--- src/rtl/operand_fetch.sv ---
// Operand fetch stage: reads two source registers, forwards the writeback
// port into the operands, and holds a single registered instruction under a
// valid/ready handshake. While the held instruction is stalled, writebacks to
// its source registers refresh the held operands so they never go stale.
module operand_fetch #(
    parameter int unsigned W = 32,
    parameter int unsigned D = 5
) (
    input  logic         clk,
    input  logic         reset,

    // Upstream instruction
    input  logic         in_valid,
    output logic         in_ready,
    input  logic [D-1:0] rs_a,
    input  logic [D-1:0] rs_b,
    input  logic [D-1:0] rd,
    input  logic         rd_we,

    // Register file read port (combinational data return)
    output logic [D-1:0] raddrA,
    output logic [D-1:0] raddrB,
    input  logic [W-1:0] rdataA,
    input  logic [W-1:0] rdataB,

    // Writeback port, shared with the register file write port
    input  logic         wb_en,
    input  logic [D-1:0] wb_addr,
    input  logic [W-1:0] wb_data,

    input  logic         flush,

    // Downstream instruction
    output logic         out_valid,
    input  logic         out_ready,
    output logic [W-1:0] opA,
    output logic [W-1:0] opB,
    output logic [D-1:0] out_rd,
    output logic         out_we,

    output logic [15:0]  stall_cnt
);

    // Registered state
    logic         valid_q,  valid_d;
    logic [W-1:0] op_a_q,   op_a_d;
    logic [W-1:0] op_b_q,   op_b_d;
    logic [D-1:0] rd_q,     rd_d;
    logic         we_q,     we_d;
    logic [D-1:0] held_a_q, held_a_d;
    logic [D-1:0] held_b_q, held_b_d;
    logic [15:0]  stall_q,  stall_d;

    // Handshake and bypass intermediates
    logic         accept;
    logic         hold;
    logic         stall_inc;
    logic [W-1:0] byp_a;
    logic [W-1:0] byp_b;
    logic         refresh_a;
    logic         refresh_b;

    // Register 0 is hard-wired to zero, so it wins over both the writeback
    // forward and whatever the register file returns for address 0.
    function automatic logic [W-1:0] bypass(
        input logic [D-1:0] rs,
        input logic [W-1:0] rdata,
        input logic         fwd_en,
        input logic [D-1:0] fwd_addr,
        input logic [W-1:0] fwd_data
    );
        logic [W-1:0] val;
        if (rs == '0) begin
            val = '0;
        end else if (fwd_en && (fwd_addr == rs)) begin
            val = fwd_data;
        end else begin
            val = rdata;
        end
        return val;
    endfunction

    // Read addresses come straight from the incoming instruction, independent of in_valid
    always_comb begin
        raddrA = rs_a;
        raddrB = rs_b;
    end

    // Handshake decode and operand bypass muxes
    always_comb begin
        in_ready  = !valid_q || out_ready;
        accept    = in_valid && in_ready && !flush;
        hold      = valid_q && !out_ready;
        stall_inc = valid_q && !out_ready && !flush;

        byp_a = bypass(rs_a, rdataA, wb_en, wb_addr, wb_data);
        byp_b = bypass(rs_b, rdataB, wb_en, wb_addr, wb_data);

        // A write to register 0 is never forwarded into a held operand.
        refresh_a = wb_en && (wb_addr != '0) && (wb_addr == held_a_q);
        refresh_b = wb_en && (wb_addr != '0) && (wb_addr == held_b_q);
    end

    // Next-state for the held instruction: flush, then accept, then drain, then hold
    always_comb begin
        valid_d  = valid_q;
        op_a_d   = op_a_q;
        op_b_d   = op_b_q;
        rd_d     = rd_q;
        we_d     = we_q;
        held_a_d = held_a_q;
        held_b_d = held_b_q;

        if (flush) begin
            // Kills both the held instruction and anything offered this cycle.
            valid_d = 1'b0;
        end else if (accept) begin
            valid_d  = 1'b1;
            op_a_d   = byp_a;
            op_b_d   = byp_b;
            rd_d     = rd;
            we_d     = rd_we && (rd != '0);
            held_a_d = rs_a;
            held_b_d = rs_b;
        end else if (valid_q && out_ready) begin
            valid_d = 1'b0;
        end else if (hold) begin
            if (refresh_a) begin
                op_a_d = wb_data;
            end
            if (refresh_b) begin
                op_b_d = wb_data;
            end
        end
    end

    // Stall counter next-state, saturating at all-ones
    always_comb begin
        stall_d = stall_q;
        if (stall_inc && (stall_q != 16'hFFFF)) begin
            stall_d = stall_q + 16'd1;
        end
    end

    // State registers with asynchronous active-high reset
    always_ff @(posedge clk or posedge reset) begin
        if (reset) begin
            valid_q  <= 1'b0;
            op_a_q   <= '0;
            op_b_q   <= '0;
            rd_q     <= '0;
            we_q     <= 1'b0;
            held_a_q <= '0;
            held_b_q <= '0;
            stall_q  <= '0;
        end else begin
            valid_q  <= valid_d;
            op_a_q   <= op_a_d;
            op_b_q   <= op_b_d;
            rd_q     <= rd_d;
            we_q     <= we_d;
            held_a_q <= held_a_d;
            held_b_q <= held_b_d;
            stall_q  <= stall_d;
        end
    end

    // Output mapping
    always_comb begin
        out_valid = valid_q;
        opA       = op_a_q;
        opB       = op_b_q;
        out_rd    = rd_q;
        out_we    = we_q;
        stall_cnt = stall_q;
    end

endmodule

--- config.mk ---
export PLATFORM = sky130hd
export DESIGN_NAME = operand_fetch
export DESIGN_NICKNAME = d
export VERILOG_FILES = /design/src/rtl/operand_fetch.sv
export SDC_FILE = /design/constraint.sdc
export NUM_CORES = 1
export LEC_CHECK = 0
export CAP_MARGIN = 20
export CORE_ASPECT_RATIO = 0.9
export CORE_MARGIN = 3
export CORE_UTILIZATION = 35
export CTS_BUF_LIST = sky130_fd_sc_hd__clkbuf_4 sky130_fd_sc_hd__clkbuf_8 sky130_fd_sc_hd__clkbuf_16
export CTS_CLUSTER_DIAMETER = 30
export DETAILED_ROUTE_END_ITERATION = 10
export DONT_BUFFER_PORTS = 1
export MAX_ROUTING_LAYER = met4
export PLACE_DENSITY = 0.55
export SLEW_MARGIN = 25
export SYNTH_ARGS = -nofsm -noshare
export SYNTH_HDL_FRONTEND = slang
export SYNTH_SLANG_ARGS = --single-unit
export TNS_END_PERCENT = 20
--- constraint.sdc ---
create_clock -name clk -period 4.6 [get_ports clk]
set_clock_uncertainty 0.05 [all_clocks]
set_input_delay 1.15 -clock clk [delete_from_list [all_inputs] [get_ports clk]]
set_output_delay 1.15 -clock clk [all_outputs]
set_load 0.1 [all_outputs]
==> flow_summary.rst <==
.. list-table::
   :header-rows: 1

   * - Metric
     - Value
   * - Cell repeated most along the worst path
     - sky130_fd_sc_hd__buf_4
   * - Die width
     - roughly 140 um
   * - Number of global-route vias before repair
     - approximately 5,000
   * - Cell accounting for the most synthesized area
     - sky130_fd_sc_hd__dfrtp_1
   * - Area share of the largest cell type after synthesis
     - 0.4275
   * - Detailed-route wire length per cell
     - ~23 um
   * - Highest Clock Rate
     - 0.3233 GHz
   * - Met3 track demand over resource in global routing
     - 0.07086
   * - Via total after detailed routing
     - roughly 4,800
   * - Unique cell type count in the Yosys netlist
     - 36
   * - Final Hold Violating Endpoints
     - 0
   * - IO Pins
     - between 200 and 250
   * - R2r worst-path depth
     - 9
   * - Endpoint of the worst-slack reg-to-reg timing path
     - opA[27]
   * - Seq cells post-synth
     - 97
   * - Count of cells resized by post-cts repair
     - 0
   * - Worst rel slew slack
     - 0.3102
   * - Critical Path End Type
     - flip-flop
   * - Global-route met1 utilization
     - 0.2465
   * - Number of optimization iterations in the first detailed-route pass
     - 5
   * - Util after Layout
     - 0.3770
   * - Req. time, crit path
     - 4750 ps
   * - Master cell of the clock root buffer
     - sky130_fd_sc_hd__clkbuf_16
   * - Worst-case setup margin in the final layout
     - approximately 1500 ps
   * - Type of the tightest min-delay check
     - flip-flop to flip-flop
   * - Std-Cell Core Area
     - 15,660 um^2
   * - Detailed-placement wirelength estimate
     - between 10,000 and 15,000 um
   * - Number of setup buffers added after CTS
     - 0
   * - Unrepaired setup endpoints after global routing
     - no
   * - Sequence of cells on the critical path
     - or4_4 -> o211ai_4 -> buf_4 -> o21a_1 -> buf_4 -> a32oi_1
   * - Number of buffers added to fix hold violations after cts
     - 0
   * - Number of clock sinks seen by CTS
     - 97
   * - Basic-gate share of the synthesized area counting and, or, nand and nor cells
     - 0.1593
   * - Peak VDD IR
     - 0.3433 mV
   * - Clock tree from TritonCTS
     - done
   * - Final WL
     - 18,010 um
   * - Worst Hold End
     - held_a_q[4]
   * - Nets
     - approximately 690
   * - Synth async-reset ratio
     - 1.000
   * - Parity-gate share of the synthesized area counting xor and xnor cells
     - 0.05399
   * - Static Leak
     - 2.301 nW
   * - Setup-failing EPs final
     - 0
   * - Number of antenna violations at the first check in global routing
     - 0
   * - Full die area
     - ~18,000 um^2
   * - YS warnings
     - 0
   * - Die extent in y
     - between 100 and 150 um
   * - Most Crowded Layer GR
     - met2
   * - Detail-routed via count per cell
     - between 6 and 7
   * - Mean cell area of the mapped netlist
     - 9.401 um^2
   * - Leading post-synthesis cells by cell area
     - sky130_fd_sc_hd__dfrtp_1, sky130_fd_sc_hd__nand3_1, sky130_fd_sc_hd__a32oi_1, sky130_fd_sc_hd__o31ai_1, sky130_fd_sc_hd__inv_1
   * - Clock transition time at the flip-flop clock pins of the worst setup and hold paths
     - ~70 ps
   * - Final max-slew violation count
     - 0
   * - Number of max-cap violations
     - 0
   * - Starting utilization of the core area
     - 0.3627
   * - 1st-iter DRT viols
     - between 300 and 400
   * - Count of mapped cells out of synthesis
     - roughly 600
   * - Count of antenna diodes in the layout
     - 0
   * - Routed Antenna Nets
     - 0
   * - Post-Synth Adder-Cell Area
     - 0.002204
   * - Final total negative setup slack
     - 0 ps
   * - EDFF count, synth
     - 0
   * - Hold Crit Depth
     - 1
   * - Power Density
     - a little over 500 nW/um^2
   * - Time the final worst path needs with I/O delays and setup
     - slightly above 3000 ps
   * - Period utilization
     - 0.6724
   * - Fraction of final layout cells with drive strength greater than 1
     - 0.1007
   * - Element type at the critical path start
     - primary input
   * - Most instantiated flip-flop cell in the synthesis netlist
     - sky130_fd_sc_hd__dfrtp_1
   * - Overall track demand over capacity in global routing
     - 0.2045
   * - Area fraction in compound gates after synthesis
     - 0.1979
   * - Placement Rows
     - 43
   * - Status
     - finished, final reports clean
   * - Source of the worst register-to-register timing path
     - out_valid
   * - First-pass GRT wire length
     - ~28,000 um
   * - Dominant combinational cell family by area after synthesis
     - compound AO/OA/AOI/OAI gates
   * - Total DRC errors in the routed layout
     - 0
   * - Skew-Pair Late Insertion Delay
     - about 350 ps
   * - Number of nets produced by synthesis
     - roughly 730
   * - Port Buffers
     - 0
   * - Cell type of the slowest stage on the worst timing path
     - sky130_fd_sc_hd__buf_4
   * - Routability congestion estimate
     - 0.8750
   * - Slack of the worst reg-to-reg path
     - approximately 1800 ps
   * - Met2 usage
     - 0.3269
   * - Type of the setup path with the least slack
     - primary input to flip-flop
   * - Register area share after synthesis
     - 0.4275
   * - CP Data Arrival Time
     - approximately 3200 ps
   * - Actual slew at the worst max-slew pin
     - between 1000 and 1500 ps
   * - Largest net degree at the start of global routing
     - 78
   * - Final global-route overflow total
     - 0
   * - Setup WS pre-CTS
     - approximately 1200 ps
   * - CTS HTree Levels
     - 3
   * - Share of synthesized area spent on multiplexers
     - 0.03173
   * - Final Power
     - 3.017 mW
   * - P&R area growth vs syn
     - 3.944%
   * - Cell Area, Synth
     - between 5000 and 6000 um^2
   * - Highest fanout seen on the critical path
     - 65
   * - Crit path largest cell delay
     - roughly 630 ps
   * - Min-Delay Startpoint
     - held_a_q[4]
   * - Max Buffers Root-to-Sink
     - 2
   * - CTS buffer count
     - 9
[power by group]
part	switching [mW]	internal, mW
clock	0.336	0.385
combinational	0.196	0.138
sequential	0.999	0.964
total	1.53	1.49
[cells in the mapped netlist, types with 4 or more instances]
master,number
sky130_fd_sc_hd__nand4_1,4
sky130_fd_sc_hd__mux2_2,16
sky130_fd_sc_hd__a32oi_1,64
sky130_fd_sc_hd__nand3_1,140
sky130_fd_sc_hd__xnor2_1,14
sky130_fd_sc_hd__clkbuf_1,18
sky130_fd_sc_hd__xor2_1,21
sky130_fd_sc_hd__clkbuf_4,5
sky130_fd_sc_hd__nor2_1,10
sky130_fd_sc_hd__buf_4,12
sky130_fd_sc_hd__nor3_1,8
sky130_fd_sc_hd__inv_1,69
sky130_fd_sc_hd__buf_2,22
sky130_fd_sc_hd__nand2_1,6
sky130_fd_sc_hd__buf_12,6
sky130_fd_sc_hd__dfrtp_1,97
sky130_fd_sc_hd__o31ai_1,64
[registers in the layout, indices dropped and copies added (netlist names)]
signal	count
out_valid	1
opA	32
held_b_q	5
out_rd	5
opB	32
out_we	1
stall_cnt	16
held_a_q	5
[per-stage QoR]
| step | area, um^2 | cells | hold WS, ps |
|---|---|---|---|
| 4_1_cts | 5899 | 768 | 484.5 |
| 3_5_place_dp | 5623 | 753 | 469.8 |
| 2_1_floorplan | 5678 | 604 | 449.5 |
| 5_1_grt | 5902 | 768 | 494.7 |
| 6_report | 5902 | 768 | 479.9 |
| 3_3_place_gp | 5623 | 753 | 463.2 |
[how the worst max path moves through the flow]
stage	from	end	slack (ps)	depth (start not counted)
3_5_place_dp	wb_addr[1]	opB[10]	1180	6
6_report	wb_addr[1]	opB[1]	1510	6
5_1_grt	wb_addr[1]	opB[19]	1410	6
3_3_place_gp	wb_addr[1]	opB[25]	1210	6
4_1_cts	wb_addr[1]	opB[1]	1550	6
2_1_floorplan	reset	held_a_q[0]	870	1
[cell type report]
cell class,instances,area (um^2)
flip-flops and latches,97,2427
repair buffers,16,120.1
clock buffers,11,246.5
well taps,202,252.7
fillers,1541,9754
clock inverters,4,30.03
inverters,69,264.0
multi-input cells,369,2561
[metal layers]
| layer | share of wire | vias up | wire length, um |
|---|---|---|---|
| met3 | 0.10 | 15 | 1807 |
| met4 | 0.0092 | 0 | 165 |
| met5 | 0 | - | 0 |
| li1 | - | 2128 | - |
| met1 | 0.42 | 2383 | 7501 |
| met2 | 0.47 | 229 | 8531 |
[cells in the final DEF, fill, tap and decap left out, drive strengths merged, types with 2 or more instances in the layout]
cell type and n:
nor4 2, buf 16, nand3 140, and3 3, o31ai 65, nand2 6, a21oi 2, or4 2
mux2 16, inv 69, nand4 4, a32oi 64, dfrtp 97, o21ai 3, clkinvlp 4, nor2 10
nor3 8, clkbuf 11, xor2 21, xnor2 14, o21a 2
[cell families after synthesis]
family	after synthesis
AO/OA/AOI/OAI	138
XOR/XNOR	35
flip-flops	97
buffers and inverters	138
multiplexers	16
adder cells (fa/ha/maj)	1
AND/OR/NAND/NOR	179
[critical path: cells and delay by family]
kind,cells,cell delay (ps)
AND/OR/NAND/NOR,1,530
AO/OA/AOI/OAI,3,500
buffers and inverters,2,990
Power figures use the tool's default switching activity.
